### config.mk
export PLATFORM = sky130hd
export DESIGN_NAME = registers
export DESIGN_NICKNAME = d
export VERILOG_FILES = /design/src/rtl/tis_pkg.sv /design/src/rtl/sat_clamp.sv /design/src/rtl/registers.sv
export SDC_FILE = /design/constraint.sdc
export NUM_CORES = 1
export LEC_CHECK = 0
export ABC_CLOCK_PERIOD_IN_PS = 3100
export BUFFER_PORTS_ARGS = -buffer_cell sky130_fd_sc_hd__buf_2
export CORE_MARGIN = 1.5
export CORE_UTILIZATION = 52
export CTS_CLUSTER_DIAMETER = 60
export CTS_CLUSTER_SIZE = 16
export DETAILED_ROUTE_END_ITERATION = 10
export PLACE_DENSITY = 0.77
export SLEW_MARGIN = 20
export SYNTH_ARGS = -nofsm -noshare
export SYNTH_HDL_FRONTEND = slang
export SYNTH_SLANG_ARGS = --single-unit
### constraint.sdc
create_clock -name clk -period 3.1 [get_ports clk]
set_clock_uncertainty 0.1 [all_clocks]
set_input_delay 0.31 -clock clk [delete_from_list [all_inputs] [get_ports clk]]
set_output_delay 0.31 -clock clk [all_outputs]
set_load 0.01 [all_outputs]
### src/rtl/tis_pkg.sv
`default_nettype none
// ============================================================================
// Module   : tis_pkg
// Purpose  : Shared constants and the register-level opcode set of a
//            TIS-100-style execution node.
// Contents : WIDTH   - datapath width (11-bit two's complement)
//            ACC_MAX - saturation magnitude (+/-999)
//            op_e    - 2-bit operation select seen by the ACC/BAK pair
// Revision : 1.0 - initial release
// ============================================================================
package tis_pkg;

  localparam int WIDTH   = 11;
  localparam int ACC_MAX = 999;

  typedef enum logic [1:0] {
    OP_WRITE = 2'd0,
    OP_ADD   = 2'd1,
    OP_SAV   = 2'd2,
    OP_SWP   = 2'd3
  } op_e;

endpackage
`default_nettype wire

### src/rtl/sat_clamp.sv
`default_nettype none
// ============================================================================
// Module   : sat_clamp
// Purpose  : Saturates a (WIDTH+1)-bit signed value into -ACC_MAX..+ACC_MAX
//            and narrows it to WIDTH bits. Purely combinational.
// Ports    : din_i  [WIDTH:0]   signed value to clamp (one guard bit)
//            dout_o [WIDTH-1:0] clamped result
// Revision : 1.0 - initial release
// ============================================================================
module sat_clamp #(
  parameter int WIDTH   = tis_pkg::WIDTH,
  parameter int ACC_MAX = tis_pkg::ACC_MAX
) (
  input  logic signed [WIDTH:0]   din_i,
  output logic signed [WIDTH-1:0] dout_o
);

  localparam int                  NEG_MAX   = -ACC_MAX;
  localparam logic signed [WIDTH:0] c_pos_max = ACC_MAX[WIDTH:0];
  localparam logic signed [WIDTH:0] c_neg_max = NEG_MAX[WIDTH:0];

  // Both limits fit in WIDTH bits, so dropping the guard bit is lossless
  // on every branch.
  always_comb begin
    if (din_i > c_pos_max) begin
      dout_o = c_pos_max[WIDTH-1:0];
    end else if (din_i < c_neg_max) begin
      dout_o = c_neg_max[WIDTH-1:0];
    end else begin
      dout_o = din_i[WIDTH-1:0];
    end
  end

endmodule
`default_nettype wire

### src/rtl/registers.sv
`default_nettype none
// ============================================================================
// Module   : registers
// Purpose  : ACC/BAK register pair of a TIS-100-style execution node.
//            Executes WRITE/ADD/SAV/SWP and presents ACC on 'out'.
// Ports    : clk       - system clock, rising-edge
//            reset     - asynchronous active-low clear of ACC and BAK
//            clk_en    - operation enable; state holds when low
//            instr     - operation select (tis_pkg::op_e encoding)
//            input_val - signed operand from the node datapath
//            out       - registered ACC value
// Revision : 1.0 - initial release
// ============================================================================
module registers #(
  parameter int WIDTH   = tis_pkg::WIDTH,
  parameter int ACC_MAX = tis_pkg::ACC_MAX
) (
  input  logic                    clk,
  input  logic                    reset,
  input  logic                    clk_en,
  input  logic [1:0]              instr,
  input  logic signed [WIDTH-1:0] input_val,
  output logic signed [WIDTH-1:0] out
);

  import tis_pkg::*;

  op_e                     w_op;
  logic signed [WIDTH-1:0] acc_q, acc_d;
  logic signed [WIDTH-1:0] bak_q, bak_d;
  logic signed [WIDTH:0]   w_operand_ext;
  logic signed [WIDTH:0]   w_sum;
  logic signed [WIDTH:0]   w_clamp_in;
  logic signed [WIDTH-1:0] w_clamped;

  assign w_op = op_e'(instr);

  // One guard bit is enough: |ACC| <= 999 and |input_val| <= 1024 keep the
  // sum well inside 12-bit signed range.
  assign w_operand_ext = {input_val[WIDTH-1], input_val};
  assign w_sum         = {acc_q[WIDTH-1], acc_q} + w_operand_ext;

  // WRITE also goes through the clamp so out-of-range operands saturate.
  assign w_clamp_in = (w_op == OP_ADD) ? w_sum : w_operand_ext;

  sat_clamp #(
    .WIDTH   (WIDTH),
    .ACC_MAX (ACC_MAX)
  ) u_sat_clamp (
    .din_i  (w_clamp_in),
    .dout_o (w_clamped)
  );

  always_comb begin
    acc_d = acc_q;
    bak_d = bak_q;
    if (clk_en) begin
      case (w_op)
        OP_WRITE,
        OP_ADD:  acc_d = w_clamped;
        OP_SAV:  bak_d = acc_q;
        OP_SWP: begin
          acc_d = bak_q;
          bak_d = acc_q;
        end
        default: ;
      endcase
    end
  end

  always_ff @(posedge clk or negedge reset) begin
    if (!reset) begin
      acc_q <= '0;
      bak_q <= '0;
    end else begin
      acc_q <= acc_d;
      bak_q <= bak_d;
    end
  end

  assign out = acc_q;

endmodule
`default_nettype wire

==> run_results.csv <==
group,metric,value,unit
status,outcome,"finished clean",
routing,via_count,1807,
logic_synthesis,synth.largest_area_cell,"dfrtp_1",
logic_synthesis,synthTopCellsByArea,"dfrtp_1, ha_1, mux2_2",
logic_synthesis,syn_avg_cell_area,8.79,um^2
final_layout,layout-drive-gt1-share,30.7,%
timing,whs,0.156,ns
critical_path,cp-start-kind,"flip-flop",
timing,min_period,3.03,ns
clock_tree,h-tree-depth,1,
logic_synthesis,netlist.area_leader.share,30.3,%
routing,avgViaCountPerCell,6.08,
final_layout,multi_input_area,1250,um^2
power,total_power,1320,uW
final_layout,postLayoutCoreUtil,66.6,%
timing,setup_violations,0,
logic_synthesis,ys_ff_latch,22,
logic_synthesis,synth.distinct_cells,57,
logic_synthesis,synth_common_cells,"nand2_1, dfrtp_1, o21ai_0, nor2_1, a21oi_1",
routing,drtIter0Drc,167,
flow_run,cap_violations,0,
global_routing,antenna_found_initial,0,
die,ios,27,
critical_path,critPathRequiredTime,3.21,ns
die,die_h,62.2,um
final_layout,syn_to_final_growth,22.2,%
logic_synthesis,synth_fp_nets,235,
logic_synthesis,synth_edf_count,0,
clock_tree,cts_buffer_depth,2,
timing,maxSlewHeadroom,63.1,%
final_layout,antenna_cells,0,
global_routing,grt_max_degree,23,
clock_tree,cts.reportedPaths.clkPinSlew,0.12,ns
routing,drc_errors,0,
die,core_area,3340,um^2
clock_tree,insertion_delay,0.31,ns
die,die_w,62.2,um
routing,first_pass_iters,4,
global_routing,grtUsageTotal,24.3,%
clock_tree,tritoncts,"yes",
timing,maxSlewViolCount,0,
clock_tree,cts-root-buf,"clkbuf_4",
final_layout,design_area,2220,um^2
clock_tree,clock_sinks,22,
timing,worst_pin_slew,0.546,ns
power,cellLeakagePower,0.00103,uW
global_routing,globalRouteOverflowTotal,0,
timing,timing.fmax,330,MHz
critical_path,critPathSlowestCell,"dfrtp_1",
critical_path,critPathArrivalTime,3.13,ns
timing,timing.final.ws_setup,0.0717,ns
die,rows,21,
logic_synthesis,yosys_warnings,0,
logic_synthesis,netlist_area,1820,um^2
timing,hold_violations,0,
logic_synthesis,yosys_most_used_dff,"dfrtp_1",
placement,gp_congestion,0.916,
critical_path,end_kind,"flip-flop",
placement,port_buffers,26,
logic_synthesis,ys_seq_area_share,30.3,%
placement,dp_hpwl,3.59,mm
hold_path,hp-class,"in -> reg",
critical_path,crit_fanout,6,
die,initial_utilization,54.5,%
placement,post-place-ws,-0.0690,ns
clock_tree,cts_made_buffers,3,
final_layout,n_fill_cell,290,
power,irDropWorstVdd,0.399,mV
critical_path,critical_path_class,"reg -> reg",
logic_synthesis,netlist_instances,207,
global_routing,grt_pass1_vias,1661,
critical_path,cpPeakStageDelay,0.38,ns
routing,wirelength,4.83,mm
routing,wl_per_cell,16.3,um
logic_synthesis,async_flop_share,100,%
timing,fin_crit_sh,97.7,%
placement,dpl-instance-area,2080,um^2
critical_path,cp_cell_sequence,"ha_2 > inv_2 > fa_2 > and2b_1 > buf_4 > o22a_4 > xnor2_4 > o41ai_4 > nor4_2 > a32oi_4 > o211ai_1 > a221o_1",
final_layout,seq_area,551,um^2
die,die-area,3860,um^2
global_routing,grt_pass1_wl,7.68,mm
logic_synthesis,synth_most_common_cell,"nand2_1",
final_layout,nets,280,
routing,ant_nets,0,
power,p_per_area,595,nW/um^2
[cells by family after synthesis]
kind of cell	share of synthesized area, %
muxes	6.74
and+or+nand+nor	18.2
adders and majority gates	9.22
DFF	30.3
AOI/OAI and AO/OA	29.0
buffers and inverters	5.23
xor gates and xnor gates	1.44
[flip-flops by register name, summed over array words and instances (netlist names)]
| name | cells |
|---|---|
| bak_q | 11 |
| out | 11 |
[what timing repair did]
action                                  4_1_cts  5_1_grt
gates cloned                                  0        0
gates resized for setup                       1       17
buffers inserted                              0        3
hold buffers                                  1        0
hold endpoints to repair                     22        0
endpoints found under the setup margin        2        9
pin swaps                                     0       15
[area by class of cell]
| cell class | count | share of cell area, % |
|---|---|---|
| clock buffer | 4 | 1.63 |
| multi-input combinational | 169 | 56.3 |
| sequential | 22 | 24.8 |
| inverter | 8 | 1.35 |
| tap | 46 | 2.59 |
| timing repair buffer | 48 | 13.4 |
[worst max-delay path: cells and delay by family, from the launching register on]
kind	cells	cell delay (ns)
AOI/OAI and AO/OA	5	1.28
and+or+nand+nor	2	0.33
xor gates and xnor gates	1	0.09
adders and majority gates	2	0.58
DFF	1	0.38
buffers and inverters	2	0.17
[placed cells by master (no fill, tap or decap), types with 3 or more instances in the layout]
| cell | synthesis | routed |
|---|---|---|
| o21ai_1 | 0 | 5 |
| ha_1 | 11 | 10 |
| nor3_1 | 5 | 5 |
| clkbuf_4 | 0 | 3 |
| nand2_1 | 26 | 26 |
| nor2_1 | 14 | 14 |
| o211ai_1 | 3 | 3 |
| buf_2 | 0 | 26 |
| nand3_1 | 4 | 4 |
| a21oi_1 | 13 | 12 |
| a221o_1 | 3 | 3 |
| buf_4 | 2 | 21 |
| inv_1 | 8 | 7 |
| nand4_1 | 3 | 3 |
| and3_1 | 4 | 4 |
| o21ai_0 | 18 | 13 |
| a31oi_1 | 5 | 4 |
| dfrtp_1 | 22 | 22 |
| mux2_2 | 10 | 10 |
[power by group]
group	switching, uW	internal (uW)
registers	66.0	365
clock network	85.3	71.8
logic	399	334
[metal layers]
metal	up-vias	part of all wire [%]	GRT usage, %
met4	0	1.7	7.22
li1	882	-	-
met1	860	44	32.4
met2	54	50	42.3
met5	-	0	0
met3	11	4.5	1.99
[metrics by stage]
step / setup TNS [ns] / instances
final: 0 / 297
after global routing: -0.213 / 297
after CTS: 0 / 294
after detailed placement: -0.143 / 289
after global placement: 0 / 289
after floorplan: 0 / 207
[path summary, 6_finish.rpt]
kind | start | to | slack, ns | cells after the start
worst max-delay path | out[0] | out[3] | 0.07 | 12
worst min-delay path | clk_en | out[9] | 0.16 | 2
worst max register to register | out[0] | out[3] | 0.07 | 12
worst min register to register | bak_q[1] | bak_q[1] | 0.41 | 2
max in group asynchronous | reset | out[8] | 2.20 | 2
min in group asynchronous | reset | bak_q[1] | 0.38 | 2
No activity file was read; power rests on OpenSTA's default activity.
